### config.mk
export PLATFORM = sky130hd
export DESIGN_NAME = fpm_arbiter
export DESIGN_NICKNAME = d
export VERILOG_FILES = /design/src/rtl/fpm_arbiter.sv
export SDC_FILE = /design/constraint.sdc
export NUM_CORES = 1
export LEC_CHECK = 0
export ABC_AREA = 0
export ABC_CLOCK_PERIOD_IN_PS = 3670
export BUFFER_PORTS_ARGS = -buffer_cell sky130_fd_sc_hd__buf_2
export CAP_MARGIN = 5
export CORE_UTILIZATION = 40
export CTS_CLUSTER_SIZE = 14
export DETAILED_ROUTE_END_ITERATION = 6
export GPL_TIMING_DRIVEN = 0
export HOLD_SLACK_MARGIN = 0.15
export PLACE_DENSITY = 0.76
export SYNTH_ARGS = -nofsm -noshare
export SYNTH_HDL_FRONTEND = slang
export SYNTH_SLANG_ARGS = --single-unit
### constraint.sdc
create_clock -name clk -period 3.67 [get_ports clk]
set_input_delay 0.734 -clock clk [delete_from_list [all_inputs] [get_ports clk]]
set_output_delay 0.734 -clock clk [all_outputs]
set_load 0.02 [all_outputs]
### src/rtl/fpm_arbiter.sv
// fpm_arbiter: two-requester round-robin front end for one shared, fully
// pipelined floating-point multiplier. Operands are registered into the
// multiplier; a {valid, id} tag pipeline runs in step with the multiplier.
// Each returning product is steered back to the requester that issued it.
// A drain FSM lets the host stop issuing and wait for the pipe to empty.
module fpm_arbiter #(
  parameter int LATENCY = 4,
  parameter int WIDTH   = 32
) (
  input  logic             clk,
  input  logic             rst,
  input  logic             req0_valid,
  output logic             req0_ready,
  input  logic [WIDTH-1:0] req0_a,
  input  logic [WIDTH-1:0] req0_b,
  input  logic             req1_valid,
  output logic             req1_ready,
  input  logic [WIDTH-1:0] req1_a,
  input  logic [WIDTH-1:0] req1_b,
  input  logic             drain,
  output logic             mul_issue,
  output logic [WIDTH-1:0] mul_a,
  output logic [WIDTH-1:0] mul_b,
  input  logic [WIDTH-1:0] mul_result,
  output logic             res0_valid,
  output logic             res1_valid,
  output logic [WIDTH-1:0] res_data,
  output logic [4:0]       inflight,
  output logic             idle
);

  typedef enum logic [1:0] {
    RUN          = 2'd0,
    DRAINING     = 2'd1,
    IDLE_DRAINED = 2'd2
  } state_t;

  state_t state_reg, state_next;

  // 0: requester 0 wins a tie, 1: requester 1 wins a tie
  logic ptr_reg;

  logic grant0, grant1, hs, res_done;

  // Tag pipeline: bit 0 is loaded with the issue, bit LATENCY is the tail
  // that lines up with the product appearing on mul_result.
  logic [LATENCY:0] tag_valid_reg;
  logic [LATENCY:0] tag_id_reg;

  // Drain FSM state register
  always_ff @(posedge clk or posedge rst) begin
    if (rst) begin
      state_reg <= RUN;
    end else begin
      state_reg <= state_next;
    end
  end

  // Drain FSM next state; leaving drain always wins over completing it
  always_comb begin
    state_next = state_reg;
    case (state_reg)
      RUN: begin
        if (drain) state_next = DRAINING;
      end
      DRAINING: begin
        if (!drain) begin
          state_next = RUN;
        end else if (inflight == 5'd0 && !mul_issue) begin
          state_next = IDLE_DRAINED;
        end
      end
      IDLE_DRAINED: begin
        if (!drain) state_next = RUN;
      end
      default: state_next = RUN;
    endcase
  end

  assign idle = (state_reg == IDLE_DRAINED);

  // Round-robin grant; drain blocks requests in the very cycle it rises
  always_comb begin
    grant0 = 1'b0;
    grant1 = 1'b0;
    if (state_reg == RUN && !drain) begin
      if (req0_valid && (!req1_valid || !ptr_reg)) begin
        grant0 = 1'b1;
      end else if (req1_valid) begin
        grant1 = 1'b1;
      end
    end
  end

  assign req0_ready = grant0;
  assign req1_ready = grant1;
  assign hs         = grant0 | grant1;
  assign res_done   = res0_valid | res1_valid;

  // Priority pointer moves to the requester that was not just served
  always_ff @(posedge clk or posedge rst) begin
    if (rst) begin
      ptr_reg <= 1'b0;
    end else if (grant0) begin
      ptr_reg <= 1'b1;
    end else if (grant1) begin
      ptr_reg <= 1'b0;
    end
  end

  // Operand register into the multiplier; operands hold when nothing issues
  always_ff @(posedge clk or posedge rst) begin
    if (rst) begin
      mul_issue <= 1'b0;
      mul_a     <= '0;
      mul_b     <= '0;
    end else begin
      mul_issue <= hs;
      if (grant0) begin
        mul_a <= req0_a;
        mul_b <= req0_b;
      end else if (grant1) begin
        mul_a <= req1_a;
        mul_b <= req1_b;
      end
    end
  end

  // Tag shift register; reset discards everything in flight
  always_ff @(posedge clk or posedge rst) begin
    if (rst) begin
      tag_valid_reg <= '0;
      tag_id_reg    <= '0;
    end else begin
      tag_valid_reg <= {tag_valid_reg[LATENCY-1:0], hs};
      tag_id_reg    <= {tag_id_reg[LATENCY-1:0], grant1};
    end
  end

  // Result capture and routing back to the issuing requester
  always_ff @(posedge clk or posedge rst) begin
    if (rst) begin
      res0_valid <= 1'b0;
      res1_valid <= 1'b0;
      res_data   <= '0;
    end else begin
      res0_valid <= tag_valid_reg[LATENCY] & ~tag_id_reg[LATENCY];
      res1_valid <= tag_valid_reg[LATENCY] &  tag_id_reg[LATENCY];
      if (tag_valid_reg[LATENCY]) begin
        res_data <= mul_result;
      end
    end
  end

  // Operations in flight, counted until their result pulse has been
  // presented; bounded by the LATENCY+1 tag stages plus the result register.
  always_ff @(posedge clk or posedge rst) begin
    if (rst) begin
      inflight <= 5'd0;
    end else if (hs && !res_done) begin
      inflight <= inflight + 5'd1;
    end else if (!hs && res_done) begin
      inflight <= inflight - 5'd1;
    end
  end

endmodule

==> impl_metrics.json <==
{
  "status": "complete, no violations",
  "drtAntennaViolNets": 0,
  "syn_area_sq_mm": 0.00492,
  "grt-ovfl-total": 0,
  "cts_hold_repair.buffers": 0,
  "start_util": 0.410,
  "drt_iter0_drc": 237,
  "grt_max_degree": 42,
  "num_rows": 40,
  "synth_seq_area_share": 0.590,
  "syn_inst": 488,
  "die_h_um": 113,
  "grt_usage": 0.224,
  "fin_skew_ns": 0.0143,
  "ys_ff_latch": 116,
  "fmax_mhz": 335,
  "yosysTopAreaCellShare": 0.590,
  "ctsHtreeMaxLevel": 4,
  "yosysTopAreaCell": "dfrtp_1",
  "fin_crit_sh": 0.813,
  "rsz0062_at_grt": "no",
  "cts_tree": "done",
  "drc": 0,
  "tightest_slew_ns": 0.908,
  "start_kind": "flop",
  "required_ns": 3.94,
  "maxSlewHeadroom": 0.393,
  "slew_violations": 0,
  "drv_cap": 0,
  "io_pins": 272,
  "numCtsBuffers": 17,
  "yosysWarningCount": 0,
  "drt-vias-per-instance": 4.95,
  "area_growth_pct": 44.2,
  "ctsResizeCount": 0,
  "dpl.hpwl_um": 10400,
  "layout-drive-gt1-share": 0.463,
  "clk_path_buf_depth": 2,
  "clk_pin_slew_ns": 0.05,
  "core_area_sq_mm": 0.0120,
  "clk_latency_ns": 0.42,
  "die_w_um": 113,
  "reg_top3": "mul_a (32), mul_b (32), res_data (32)",
  "wl_per_cell_um": 14.8,
  "avgSynthCellArea_sq_um": 10.1,
  "p_per_area_mw_per_mm2": 742,
  "grt_pass1_vias": 4445,
  "final.setup.tns_ns": 0,
  "drt_wl_total_um": 13900,
  "gp_congestion": 0.848,
  "vias": 4645,
  "critPathKind": "flop to flop",
  "hold_viol": 0,
  "io_buffers": 271,
  "arrival_ns": 3.26,
  "finalSetupViolations": 0,
  "crit_path_end_kind": "flop",
  "fillers": 1065,
  "syn-num-nets": 658,
  "max-vdd-ir-drop_uv": 370,
  "die_area_sq_mm": 0.0128,
  "diodes": 0,
  "cts_setup_buffers": 0,
  "first_pass_iters": 4,
  "synth_area_leaders": "dfrtp_1 (59%), nand2_1 (10%), a31oi_1 (8.3%)",
  "fin_area_sq_mm": 0.00710,
  "cts-root-buf": "clkbuf_16",
  "placed_area_sq_mm": 0.00651,
  "p_leak_nw": 3.58,
  "cp_max_fo": 11,
  "layout.nets": 950,
  "ys_types": 31,
  "hold_path.class": "flop to flop",
  "grt_pass1_wl_um": 21800,
  "antenna_found_initial": 0,
  "cts.sinks": 116,
  "fin_crit_ns": 2.98
}
==> placed cells by master, fill, tap and decap left out, types with 2 or more instances in the layout <==
cell / n
clkbuf_8: 2
xor2_1: 2
buf_12: 2
o21a_1: 3
nor2b_1: 4
ha_1: 4
nor2_1: 65
a31oi_1: 65
o2111ai_1: 2
clkinv_2: 5
mux2_2: 32
inv_1: 6
a21oi_1: 3
bufinv_16: 3
clkbuf_16: 17
clkbuf_1: 5
buf_4: 8
o21ai_0: 3
nand2_1: 133
clkinvlp_4: 2
nor4_1: 2
buf_2: 292
dfrtp_1: 116
nand3_1: 2
==> layout make-up <==
cell class,count,area [sq um],share of cell area
Multi-Input combinational cell,331,1800,0.254
Sequential cell,116,2900,0.409
Clock inverter,10,131,0.0185
Clock buffer,21,460,0.0649
Timing Repair Buffer,273,1400,0.197
Buffer,33,188,0.0264
Inverter,8,33.8,0.00476
Tap cell,147,184,0.0259
==> where the power goes <==
part	internal (mW)	switching (mW)
Sequential	1.67	0.208
Combinational	0.673	1.07
Clock	1.09	0.553
Total	3.43	1.83
==> per-layer routing <==
layer,up-vias,share of wire,wire length (um),GRT usage
li1,2233,-,-,-
met1,2169,0.38,5290,0.248
met2,215,0.51,7060,0.387
met3,28,0.087,1200,0.0787
met4,0,0.024,329,0.104
met5,-,0,0,0
==> synth_stat cells (all sizes together) <==
library cell / count
a21o: 1
a21oi: 3
a311oi: 1
a31oi: 65
and2: 1
and4: 1
buf: 30
clkbuf: 3
dfrtp: 116
fa: 1
ha: 4
inv: 8
mux2: 32
nand2: 133
nand3: 2
nor2: 65
nor2b: 4
nor3: 1
nor3b: 1
nor4: 2
o2111ai: 2
o21a: 3
o21ai: 3
o311ai: 2
or3: 1
xnor2: 1
xor2: 2
==> through the flow <==
stage	std cells	util	hold slack (ns)	worst slack, ns	power [mW]
final	939	0.591	0.345	0.687	5.27
after global routing	939	0.591	0.352	0.340	5.56
after CTS	939	0.591	0.348	0.656	5.33
after detailed placement	908	0.542	0.336	0.313	3.66
after global placement	906	0.538	0.334	0.280	3.61
after floorplan	488	-	0.331	0.803	2.99
==> worst paths after layout <==
path | start | end | slack [ns] | cells after the start
max | state_reg[0] | inflight[4] | 0.69 | 10
min | tag_valid_reg[1] | tag_valid_reg[2] | 0.35 | 0
max reg2reg | state_reg[0] | inflight[4] | 0.69 | 10
min reg2reg | tag_valid_reg[1] | tag_valid_reg[2] | 0.35 | 0
max in group asynchronous | rst | mul_b[30] | 2.48 | 3
min in group asynchronous | rst | mul_b[15] | 0.51 | 2
==> critical path, stage by stage, from the launching register on <==
cell	delay, ns
dfrtp_1	0.41
nor3_4	0.27
o21a_1	0.19
buf_4	0.19
buf_2	0.26
ha_1	0.32
inv_1	0.14
ha_1	0.25
or3_1	0.35
o311ai_0	0.29
o311ai_1	0.15
==> cell families (layout without fill, tap and decap cells) <==
family	Yosys count	in the layout	share of synthesized area
AO/OA/AOI/OAI	80	80	0.104
buffers and inverters	41	345	0.0442
flip-flops	116	116	0.590
multiplexers	32	32	0.0732
XOR/XNOR	3	3	0.00534
AND/OR/NAND/NOR	211	211	0.170
adder cells (fa/ha/maj)	5	5	0.0142
No activity file was read; power rests on OpenSTA's default activity.
